--- src/rtl/bin_to_bcd_seq_pkg.sv ---
// Shared types and constants for the sequential binary-to-BCD converter.
// Holds the FSM state type, digit geometry and the all-nines saturation pattern.
package bin_to_bcd_seq_pkg;

    typedef enum logic {
        IDLE  = 1'b0,
        SHIFT = 1'b1
    } state_t;

    localparam int          BCD_W      = 4;
    localparam logic [3:0]  ADJ_THRESH = 4'd5;
    localparam int          MAX_DIGITS = 16;

    // Pattern of 'digits' BCD nines in the low nibbles; callers slice to their width.
    function automatic logic [4*MAX_DIGITS-1:0] all_nines(input int digits);
        logic [4*MAX_DIGITS-1:0] pat;
        pat = '0;
        for (int i = 0; i < MAX_DIGITS; i++) begin
            if (i < digits) begin
                pat[i*BCD_W +: BCD_W] = 4'd9;
            end else begin
                pat[i*BCD_W +: BCD_W] = 4'd0;
            end
        end
        return pat;
    endfunction

endpackage

--- src/rtl/bcd_digit_adj3.sv ---
// One BCD digit of the double-dabble correction: add 3 when the digit is 5 or more,
// so the following left shift carries correctly into the next decimal digit.
module bcd_digit_adj3
    import bin_to_bcd_seq_pkg::*;
(
    input  logic [3:0] din,
    output logic [3:0] dout
);

    // Conditional +3 correction for one digit.
    always_comb begin
        dout = din;
        if (din >= ADJ_THRESH) begin
            dout = din + 4'd3;
        end else begin
            dout = din;
        end
    end

endmodule

--- src/rtl/bin_to_bcd_seq.sv ---
// Sequential shift-and-add-3 binary-to-BCD converter, one input bit per clock,
// with a start/busy/done handshake and held, saturating result outputs.
module bin_to_bcd_seq
    import bin_to_bcd_seq_pkg::*;
#(
    parameter int IN_W   = 12,
    parameter int DIGITS = 4
) (
    input  logic                  clk,
    input  logic                  rst,
    input  logic                  start,
    input  logic [IN_W-1:0]       bin,
    output logic                  busy,
    output logic                  done,
    output logic [4*DIGITS-1:0]   bcd,
    output logic                  overflow
);

    localparam int ACC_W = BCD_W * (DIGITS + 1);
    localparam int OUT_W = BCD_W * DIGITS;
    localparam int CNT_W = $clog2(IN_W);
    localparam logic [CNT_W-1:0]       LAST_N     = CNT_W'(IN_W - 1);
    localparam logic [4*MAX_DIGITS-1:0] NINES_FULL = all_nines(DIGITS);
    localparam logic [OUT_W-1:0]       NINES      = NINES_FULL[OUT_W-1:0];

    state_t             state_r;
    state_t             state_next_s;
    logic [IN_W-1:0]    sr_r;
    logic [ACC_W-1:0]   acc_r;
    logic [CNT_W-1:0]   n_r;

    logic [ACC_W-1:0]   acc_adj_s;
    logic [ACC_W-1:0]   acc_shift_s;
    logic [IN_W-1:0]    sr_shift_s;
    logic               load_s;
    logic               step_s;
    logic               last_s;
    logic               res_ovf_s;
    logic [OUT_W-1:0]   res_bcd_s;

    logic               busy_r;
    logic               done_r;
    logic [OUT_W-1:0]   bcd_r;
    logic               overflow_r;

    // Add-3 correction on every scratch digit, including the overflow digit.
    for (genvar d = 0; d < DIGITS + 1; d++) begin : g_adj
        bcd_digit_adj3 u_adj (
            .din  (acc_r[d*BCD_W +: BCD_W]),
            .dout (acc_adj_s[d*BCD_W +: BCD_W])
        );
    end

    // One shift step of {acc, sr}; the MSB of sr enters acc bit 0.
    always_comb begin
        acc_shift_s = {acc_adj_s[ACC_W-2:0], sr_r[IN_W-1]};
        sr_shift_s  = {sr_r[IN_W-2:0], 1'b0};
    end

    // Result rule: anything in the extra digit (or shifted past it) saturates to nines.
    always_comb begin
        res_ovf_s = acc_adj_s[ACC_W-1] | (|acc_shift_s[ACC_W-1 -: BCD_W]);
        res_bcd_s = acc_shift_s[OUT_W-1:0];
        if (res_ovf_s) begin
            res_bcd_s = NINES;
        end else begin
            res_bcd_s = acc_shift_s[OUT_W-1:0];
        end
    end

    // FSM state register.
    always_ff @(posedge clk) begin
        if (rst) begin
            state_r <= IDLE;
        end else begin
            state_r <= state_next_s;
        end
    end

    // FSM next-state and step control.
    always_comb begin
        state_next_s = state_r;
        load_s       = 1'b0;
        step_s       = 1'b0;
        last_s       = 1'b0;
        case (state_r)
            IDLE: begin
                if (start) begin
                    load_s       = 1'b1;
                    state_next_s = SHIFT;
                end else begin
                    state_next_s = IDLE;
                end
            end
            SHIFT: begin
                step_s = 1'b1;
                if (n_r == LAST_N) begin
                    last_s       = 1'b1;
                    state_next_s = IDLE;
                end else begin
                    state_next_s = SHIFT;
                end
            end
            default: begin
                state_next_s = IDLE;
            end
        endcase
    end

    // Shift register, scratch accumulator and step counter.
    always_ff @(posedge clk) begin
        if (rst) begin
            sr_r  <= '0;
            acc_r <= '0;
            n_r   <= '0;
        end else if (load_s) begin
            sr_r  <= bin;
            acc_r <= '0;
            n_r   <= '0;
        end else if (step_s) begin
            sr_r  <= sr_shift_s;
            acc_r <= acc_shift_s;
            n_r   <= n_r + CNT_W'(1);
        end else begin
            sr_r  <= sr_r;
            acc_r <= acc_r;
            n_r   <= n_r;
        end
    end

    // Registered handshake and held result outputs.
    always_ff @(posedge clk) begin
        if (rst) begin
            busy_r     <= 1'b0;
            done_r     <= 1'b0;
            bcd_r      <= '0;
            overflow_r <= 1'b0;
        end else begin
            busy_r <= (state_next_s == SHIFT);
            done_r <= last_s;
            if (last_s) begin
                bcd_r      <= res_bcd_s;
                overflow_r <= res_ovf_s;
            end else begin
                bcd_r      <= bcd_r;
                overflow_r <= overflow_r;
            end
        end
    end

    assign busy     = busy_r;
    assign done     = done_r;
    assign bcd      = bcd_r;
    assign overflow = overflow_r;

endmodule

--- config.mk ---
export PLATFORM = sky130hd
export DESIGN_NAME = bin_to_bcd_seq
export DESIGN_NICKNAME = d
export VERILOG_FILES = /design/src/rtl/bin_to_bcd_seq_pkg.sv /design/src/rtl/bcd_digit_adj3.sv /design/src/rtl/bin_to_bcd_seq.sv
export SDC_FILE = /design/constraint.sdc
export NUM_CORES = 1
export LEC_CHECK = 0
export BUFFER_PORTS_ARGS = -buffer_cell sky130_fd_sc_hd__buf_4
export CORE_MARGIN = 1
export CORE_UTILIZATION = 40
export DETAILED_ROUTE_END_ITERATION = 10
export PLACE_DENSITY_LB_ADDON = 0.25
export SYNTH_ARGS = -nofsm -noshare
export SYNTH_HDL_FRONTEND = slang
export SYNTH_SLANG_ARGS = --single-unit
--- constraint.sdc ---
create_clock -name clk -period 2.1 [get_ports clk]
set_input_delay 0.315 -clock clk [delete_from_list [all_inputs] [get_ports clk]]
set_output_delay 0.315 -clock clk [all_outputs]
set_load 0.01 [all_outputs]
==> results of run 1 <==
## flip-flops by register name, indices dropped and copies added (netlist names)
signal / count
busy: 1
overflow: 1
n_r: 4
sr_r: 12
bcd: 16
done: 1
acc_r: 20
## power by group through the flow
stage                     clock (uW)  combinational, uW  sequential, uW
after floorplan                    0                128            1100
after global placement             0                171            1110
after detailed placement           0                175            1110
after CTS                        564                177            1090
after global routing             601                196            1090
final                            547                175            1090
## how the worst max path moves through the flow
stage | to | slack (ns) | depth (start not counted)
floorplan | bcd[11]$_SDFFE_PP0P_ | 0.20 | 8
global placement | bcd[7]$_SDFFE_PP0P_ | 0.09 | 7
detailed placement | bcd[15]$_SDFFE_PP0P_ | 0.05 | 7
CTS | bcd[15]$_SDFFE_PP0P_ | 0.03 | 7
global route | bcd[15]$_SDFFE_PP0P_ | 0.02 | 7
finish | bcd[15]$_SDFFE_PP0P_ | 0.17 | 7
## per-stage QoR
step | area (sq um) | util | cells | power, uW
after CTS | 2960 | 0.491 | 398 | 1830
after floorplan | 2540 | - | 290 | 1230
final | 2960 | 0.491 | 398 | 1810
after global placement | 2880 | 0.479 | 392 | 1280
after global routing | 2960 | 0.491 | 398 | 1890
after detailed placement | 2880 | 0.479 | 392 | 1290
## what timing repair did
item | 4_1_cts | 5_1_grt
setup buffers | 0 | 0
hold buffers | 0 | 0
resized for setup | 0 | 1
endpoints found under the setup margin | 0 | 9
## area by class of cell
type,instances,area [sq um]
inverters,12,45.0
flip-flops and latches,55,1100
clock inverters,1,7.51
multi-input cells,209,1340
fillers,592,3060
repair buffers,41,308
well taps,75,93.8
clock buffers,5,68.8
## layout by cell type, fill, tap and decap left out, drive strengths merged, types with 3 or more instances in the layout
cell type,instances
a211oi,8
a21oi,29
a311oi,4
a32oi,6
buf,41
clkbuf,5
dfxtp,55
ha,11
inv,12
mux2i,27
nand2,14
nand2b,5
nand3,6
nand4b,3
nor2,62
nor3,3
nor3b,5
o21ai,10
xnor2,6
## worst max-delay path, stage by stage, from the launching register on
cell and delay, ns:
dfxtp_1 0.36, inv_1 0.08, ha_1 0.19, nand2b_1 0.16, a211o_1 0.34, a221oi_4 0.28
and2_2 0.30, a311oi_1 0.11
## Yosys cell counts
cell type  instances  share of area
a211o_1            1         0.0034
a211oi_1           8          0.024
a21o_1             2         0.0059
a21oi_1           28          0.055
a21oi_2            1         0.0034
a221oi_4           1          0.010
a311oi_1           4          0.014
a32oi_1            6          0.021
and2_1             2         0.0049
buf_1              6         0.0089
buf_2              2         0.0039
buf_4              1         0.0030
clkbuf_1           5         0.0074
dfxtp_1           55           0.43
ha_1              11          0.054
inv_1             12          0.018
mux2i_1           27           0.11
nand2_1           14          0.021
nand2b_1           5          0.012
nand3_1            6          0.012
nand4_1            1         0.0025
nand4b_1           3          0.010
nor2_1            62          0.092
nor3_1             3         0.0059
nor3b_1            3         0.0089
nor3b_2            2         0.0099
o21ai_0            9          0.018
o21ai_1            1         0.0020
or3_1              1         0.0025
xnor2_1            6          0.021
xor2_1             2         0.0069
## kinds of logic after synthesis
group           count (synthesis)
fa+ha+maj                      11
mux                            27
xor+xnor                        8
buf+inv                        26
compound gates                 61
simple gates                  102
flops                          55
## metal layers
metal | part of all wire | vias to the layer above | track usage
li1 | - | 1066 | -
met1 | 0.50 | 921 | 0.225
met2 | 0.46 | 20 | 0.261
met3 | 0.023 | 7 | 0.0300
met4 | 0.011 | 0 | 0.0474
met5 | 0 | - | 0
==> results.cfg, run 1 <==
[setup_path]
critPathRequiredTime_ns = 2.27
ff2ff_setup_slack_ns = 0.17
path_class = reg2reg
r2r_start = acc_r[17]$_SDFFE_PP0P_
crit_path_max_fanout = 9
end_kind = flip-flop
r2r_end = bcd[15]$_SDFFE_PP0P_
reg2regPathDepth = 7
start_kind = flip-flop
cp-startpoint = acc_r[17]$_SDFFE_PP0P_
arrival_ns = 2.11

[grt]
antenna_found_initial = 0
grt_max_degree = 38
gr-usage-all-layers = 0.164
grt_pass1_vias = 1742
grt_pass1_wl_um = 8310
grt-ovfl-total = 0

[logic_synthesis]
synth_mux_area_frac = 0.106
synth_compound_area_frac = 0.156
syn_area_per_cell_sq_um = 8.76
synth_cells = 290
synth_xor_area_frac = 0.0276
ys_seq_elements = 55
syn_area_sq_um = 2540
synth_simple_gate_area_frac = 0.181
synth_seq_area_share = 0.433
synth_top_family_by_area = simple AND/OR/NAND/NOR gates
synth_fa_ha_area_frac = 0.0542
yosys_warnings = 0
syn_nets = 316
ys_types = 31

[timing]
hold_slack_ns = 0.299
finalCritPeriodShare = 0.921
worstMarginPinSlew_ns = 0.392
fin_crit_ns = 1.93
timing.final.max_slew_violations = 0
maxSlewHeadroom = 0.739
hold_viol = 0
setup_viol = 0
fin_setup_tns_ns = 0
setup_ws_ns = 0.166
fin_worst_skew_ns = 0.00949
rsz0062_at_grt = no
clock.fmax_mhz = 517

[status]
outcome = completed

[worst_hold_path]
hold_class = in2reg
hold_path_end = sr_r[0]$_SDFFE_PP0P_
hp-start = bin[0]
hold_depth = 3

[routing]
post-route-drc-count = 0
wl_per_cell_um = 13.2
drt_iter0_markers = 80
totalWireLength_um = 5250
drt_pre_antenna_iters = 4
vias = 2014
ant_nets = 0
via_per_inst = 5.06

[clocking]
cts_max_path_buffers = 2
cts_tree = yes
worstSkewPairLatency_ns = 0.30
cts.clk_slew.worst_paths_ns = 0.09
clock-sinks = 55
cts-root-buf = clkbuf_8
cts_inserted_buffers = 5
h-tree-depth = 2

[power]
peakVddDrop_uv = 425
p_sw_uw = 443
p_sw_frac = 0.245
p_seq_frac = 0.601
comb_power_share = 0.097
leakagePower_uw = 0.00118
pwr-share-clk = 0.302
internal_power_uw = 1370
p_per_area_nw_per_um2 = 611

[final_layout]
nNetsFinal = 350
antenna_cells = 0
drive_gt1_frac = 0.164
area_delta_synth_final_pct = 16.6

[floorplan]
num_rows = 28
start_util = 0.422
core_area_sq_um = 6030
dieArea_sq_um = 6670
die_width_um = 81.7
die_h_um = 81.7
io_pins = 34

[placed_design]
hpwl_um = 3680
portBuffers = 33
routabilityCongestion = 0.746
dp_slack_ns = 0.0466

[flow_run]
timing.max_cap.violations = 0
No activity file was read; power rests on OpenSTA's default activity.
==> inputs of run 2 (changes only) <==
--- a/config.mk
+++ b/config.mk
@@ -8,6 +8,7 @@
 export BUFFER_PORTS_ARGS = -buffer_cell sky130_fd_sc_hd__buf_4
 export CORE_MARGIN = 1
 export CORE_UTILIZATION = 40
+export CTS_BUF_LIST = sky130_fd_sc_hd__clkbuf_4
 export DETAILED_ROUTE_END_ITERATION = 10
 export PLACE_DENSITY_LB_ADDON = 0.25
 export SYNTH_ARGS = -nofsm -noshare
==> constraint.sdc (replaced) <==
create_clock -name clk -period 2.5 [get_ports clk]
set_input_delay 0.375 -clock clk [delete_from_list [all_inputs] [get_ports clk]]
set_output_delay 0.375 -clock clk [all_outputs]
set_load 0.01 [all_outputs]
==> run 2 against run 1 <==
Cell count decreased by 0.50%; power shrank 19%; worst setup slack better by 0.23 ns.
==> results.cfg, run 2 (synthesized netlist as in run 1, its figures left out) <==
[status]
outcome = completed

[routing]
ant_nets = 0
vias = 2050
via_per_inst = 5.18
drt_pre_antenna_iters = 4
totalWireLength_um = 5210
post-route-drc-count = 0
wl_per_cell_um = 13.1
drt_iter0_markers = 62

[clocking]
cts.clk_slew.worst_paths_ns = 0.15
cts_inserted_buffers = 5
h-tree-depth = 2
worstSkewPairLatency_ns = 0.39
cts-root-buf = clkbuf_4
holdBufCountCts = 0
clock-sinks = 55
cts_setup_buffers = 0
cts_max_path_buffers = 2
cts_tree = yes
cts.repair.resized = 0

[final_layout]
antenna_cells = 0
regArea_sq_um = 1100
fill_cells = 599
nNetsFinal = 346
drive_gt1_frac = 0.153
finalNonFillerCells = 396
layout_commonest_cell = nor2_1
multi_input_area_sq_um = 1340
design_area_sq_um = 2910
regMostFlops = acc_r
area_delta_synth_final_pct = 14.6
layout_common_cells = 62 x nor2_1, 54 x dfxtp_1, 37 x buf_4, 28 x a21oi_1, 27 x mux2i_1
largest_reg_flops = 20

[setup_path]
critPathRequiredTime_ns = 2.76
crit_path_max_fanout = 9
reg2regPathDepth = 7
worst-path-stages = 7
crit_buf_inv = 1
worstPathCellList = inv_1 > ha_1 > nand2b_1 > a211o_1 > a221oi_4 > and2_1 > a311oi_1
crit_family = compound AO/OA/AOI/OAI gates
cpMaxStageDelayCell = dfxtp_1
start_kind = flip-flop
end_kind = flip-flop
slowest_delay_ns = 0.39
arrival_ns = 2.36
path_class = reg2reg

[timing]
finalCritPeriodShare = 0.840
setup_viol = 0
fin_crit_ns = 2.10
hold_viol = 0
rsz0062_at_grt = no
hold_slack_ns = 0.275
maxSlewHeadroom = 0.423
fin_worst_skew_ns = 0.0160
timing.final.max_slew_violations = 0
worstMarginPinSlew_ns = 0.866
clock.fmax_mhz = 476
fin_setup_tns_ns = 0

[floorplan]
die_h_um = 81.7
dieArea_sq_um = 6670
io_pins = 34
core_area_sq_um = 6030
start_util = 0.422
num_rows = 28
die_width_um = 81.7

[power]
leakagePower_uw = 0.00116
peakVddDrop_uv = 228
pwr-share-clk = 0.280
comb_power_share = 0.096
p_per_area_nw_per_um2 = 504
p_seq_frac = 0.623
internal_power_uw = 1080
p_sw_uw = 388
p_sw_frac = 0.264

[grt]
gr-usage-all-layers = 0.171
grt_pass1_wl_um = 8600
grt_max_degree = 48
antenna_found_initial = 0
grt_pass1_vias = 1818
grt-ovfl-total = 0

[placed_design]
portBuffers = 33
postPlaceCellArea_sq_um = 2850
hpwl_um = 3530
dp_cells = 388
routabilityCongestion = 0.706

[flow_run]
timing.max_cap.violations = 0

[worst_hold_path]
hold_class = in2reg
hold_depth = 3
-- run 2: cell types whose count changed in the layout (fill, tap and decap cells not counted) --
cell / delta
clkbuf_8: -5
and2_2: -1
clkinvlp_4: -1
clkinv_4: +1
clkinv_1: +1
and2_1: +1
clkbuf_4: +6
buf_4: -4
-- run 2: cell type report --
class | instances | area share
Tap cell | 75 | 0.0322
Clock inverter | 2 | 0.00430
Clock buffer | 6 | 0.0155
Timing Repair Buffer | 37 | 0.0954
Multi-Input combinational cell | 209 | 0.459
Inverter | 12 | 0.0155
Sequential cell | 55 | 0.379
-- run 2: worst register-to-register path, stage by stage (launching register included) --
cell      delay [ns]
dfxtp_1         0.39
inv_1           0.08
ha_1            0.19
nand2b_1        0.16
a211o_1         0.34
a221oi_4        0.28
and2_1          0.39
a311oi_1        0.16
-- run 2: metal layers --
| layer | global-route usage | wire, um | up-vias |
|---|---|---|---|
| li1 | - | - | 1060 |
| met1 | 0.225 | 2560 | 956 |
| met4 | 0.0474 | 52 | 0 |
| met2 | 0.273 | 2420 | 29 |
| met3 | 0.0467 | 173 | 5 |
| met5 | 0 | 0 | - |
-- run 2: power by group through the flow --
stage	sequential, uW	clock (uW)	combinational [uW]
finish	915	412	141
global placement	933	0	139
floorplan	926	0	107
detailed placement	933	0	143
CTS	915	422	143
global route	919	466	160
-- run 2: path summary, 6_finish.rpt --
kind	startpoint	end	slack [ns]
max reg2reg	acc_r[17]$_SDFFE_PP0P_	bcd[3]$_SDFFE_PP0P_	0.40
min reg2reg	bcd[14]$_SDFFE_PP0P_	bcd[14]$_SDFFE_PP0P_	0.47
max	acc_r[17]$_SDFFE_PP0P_	bcd[3]$_SDFFE_PP0P_	0.40
min	bin[0]	sr_r[0]$_SDFFE_PP0P_	0.28
-- run 2: through the flow --
step,setup slack [ns],total power (uW),utilization
detailed placement,0.426,1080,0.474
CTS,0.417,1480,0.483
global placement,0.501,1070,0.474
finish,0.400,1470,0.483
global route,0.236,1540,0.483
floorplan,0.597,1030,-
==> inputs of run 3 (changes only) <==
==> constraint.sdc (replaced) <==
create_clock -name clk -period 1.8 [get_ports clk]
set_input_delay 0.27 -clock clk [delete_from_list [all_inputs] [get_ports clk]]
set_output_delay 0.27 -clock clk [all_outputs]
set_load 0.01 [all_outputs]
==> run 3 against run 2 <==
Worst hold slack lost 0.095 ns; cell count up 2.8%; core utilization grew 2.5 points; cell area is 5.2% higher; die area unchanged; sequential cell count unchanged; via count down 0.73%; count of clock-buffer cells in the layout unchanged; power rose by 48%; critical path depth increased by 1; first-iteration DRC count is 4.8% higher; largest power group unchanged.
==> results.cfg, run 3 (synthesized netlist as in run 1, its figures left out) <==
[setup_path]
crit_path_max_fanout = 7
reg2regPathDepth = 8
start_kind = flip-flop
arrival_ns = 2.09
critPathRequiredTime_ns = 2.12
r2r_start = acc_r[17]$_SDFFE_PP0P_
ff2ff_setup_slack_ns = 0.03
r2r_end = bcd[10]$_SDFFE_PP0P_
end_kind = flip-flop
path_class = reg2reg

[clocking]
cts.clk_slew.worst_paths_ns = 0.15
cts_max_path_buffers = 2
cts_tree = yes
worstSkewPairLatency_ns = 0.37
clock-sinks = 55
cts_inserted_buffers = 5
h-tree-depth = 2
cts-root-buf = clkbuf_4

[routing]
wl_per_cell_um = 13.1
post-route-drc-count = 0
via_per_inst = 5.00
drt_iter0_markers = 65
drt_pre_antenna_iters = 4
vias = 2035
totalWireLength_um = 5340
ant_nets = 0

[floorplan]
core_area_sq_um = 6030
num_rows = 28
dieArea_sq_um = 6670
start_util = 0.422
die_width_um = 81.7
io_pins = 34
die_h_um = 81.7

[timing]
hold_viol = 0
fin_setup_tns_ns = 0
maxSlewHeadroom = 0.428
fin_worst_skew_ns = 0.00671
finalCritPeriodShare = 0.985
worstMarginPinSlew_ns = 0.858
timing.final.max_slew_violations = 0
rsz0062_at_grt = yes
setup_viol = 0
fin_crit_ns = 1.77
clock.fmax_mhz = 564

[worst_hold_path]
hp-start = bin[0]
hold_class = in2reg
hold_path_end = sr_r[0]$_SDFFE_PP0P_
hold_depth = 3

[final_layout]
layout_common_cells = 62 x nor2_1, 52 x dfxtp_1, 48 x buf_4, 28 x a21oi_1, 27 x mux2i_1
area_delta_synth_final_pct = 20.6
drive_gt1_frac = 0.208
nNetsFinal = 358
layout_commonest_cell = nor2_1
largest_reg_flops = 20
fin_util = 0.508
regMostFlops = acc_r
antenna_cells = 0

[power]
p_sw_uw = 517
peakVddDrop_uv = 332
p_total_uw = 2170
p_sw_frac = 0.238
comb_power_share = 0.103
p_seq_frac = 0.585
leakagePower_uw = 0.00124
internal_power_uw = 1650
pwr-share-clk = 0.312
p_per_area_nw_per_um2 = 708

[flow_run]
timing.max_cap.violations = 0

[placed_design]
routabilityCongestion = 0.756
portBuffers = 33
hpwl_um = 3730

[grt]
gr-usage-all-layers = 0.174
grt_max_degree = 39
grt_pass1_wl_um = 8810
antenna_found_initial = 0
grt_pass1_vias = 1788
grt-ovfl-total = 0

[status]
outcome = completed
[run 3: changes by cell type in the layout (fill, tap and decap cells not counted), moves of 2 or more]
cell and change:
inv_2 +2, ha_1 -2, buf_4 +11, dfxtp_1 -2, ha_4 +2, inv_1 -2
[run 3: worst max-delay path by stage]
stage	slack [ns]	depth (start not counted)	to	start
after floorplan	-0.02	8	bcd[11]$_SDFFE_PP0P_	acc_r[17]$_SDFFE_PP0P_
after global placement	0.03	8	bcd[15]$_SDFFE_PP0P_	acc_r[17]$_SDFFE_PP0P_
after detailed placement	-0.02	8	bcd[3]$_SDFFE_PP0P_	acc_r[16]$_SDFFE_PP0P_
after CTS	0.0007	8	bcd[10]$_SDFFE_PP0P_	acc_r[17]$_SDFFE_PP0P_
after global routing	-0.09	7	bcd[3]$_SDFFE_PP0P_	acc_r[17]$_SDFFE_PP0P_
final	0.03	8	bcd[10]$_SDFFE_PP0P_	acc_r[17]$_SDFFE_PP0P_
[run 3: routing by layer]
metal | vias to the layer above | global-route usage | wire length, um
met1 | 916 | 0.242 | 2730
met5 | - | 0 | 0
li1 | 1088 | - | -
met3 | 7 | 0.0344 | 151
met4 | 0 | 0.0579 | 63
met2 | 24 | 0.269 | 2400
[run 3: stage by stage]
| step | hold slack, ns | cell area, sq um | cells | worst slack (ns) |
|---|---|---|---|---|
| after floorplan | 0.342 | 2580 | 290 | -0.0241 |
| after global placement | 0.464 | 2990 | 400 | 0.0268 |
| after detailed placement | 0.458 | 2990 | 400 | -0.0178 |
| after CTS | 0.172 | 3060 | 407 | 0.000713 |
| after global routing | 0.190 | 3060 | 407 | -0.0877 |
| final | 0.180 | 3060 | 407 | 0.0268 |
[run 3: final cells by class]
type / count / area, sq um
timing repair buffer: 49 / 372
inverter: 12 / 45.0
clock buffer: 6 / 45.0
sequential: 55 / 1110
tap: 75 / 93.8
fill: 607 / 2960
clock inverter: 1 / 30.0
multi-input combinational: 209 / 1370
[run 3: power groups by stage]
| stage | Clock [uW] | Sequential (uW) | Combinational, uW |
|---|---|---|---|
| after detailed placement | 0 | 1290 | 222 |
| after CTS | 703 | 1270 | 225 |
| after floorplan | 0 | 1290 | 155 |
| final | 676 | 1270 | 224 |
| after global placement | 0 | 1290 | 216 |
| after global routing | 758 | 1270 | 250 |
[run 3: repair_timing]
item | CTS | global route
endpoints found under the hold margin | 0 | 0
pin swaps | 3 | 0
endpoints found under the setup margin | 9 | 17
setup buffers | 1 | 0
resized for setup | 3 | 1
hold buffers | 0 | 0
[run 3: critical path: stages (launching register included)]
cell	delay, ns
dfxtp_2	0.36
inv_2	0.06
ha_4	0.15
nand2b_4	0.13
a211o_1	0.33
a221oi_4	0.29
buf_4	0.20
nand3_1	0.08
a21oi_1	0.13
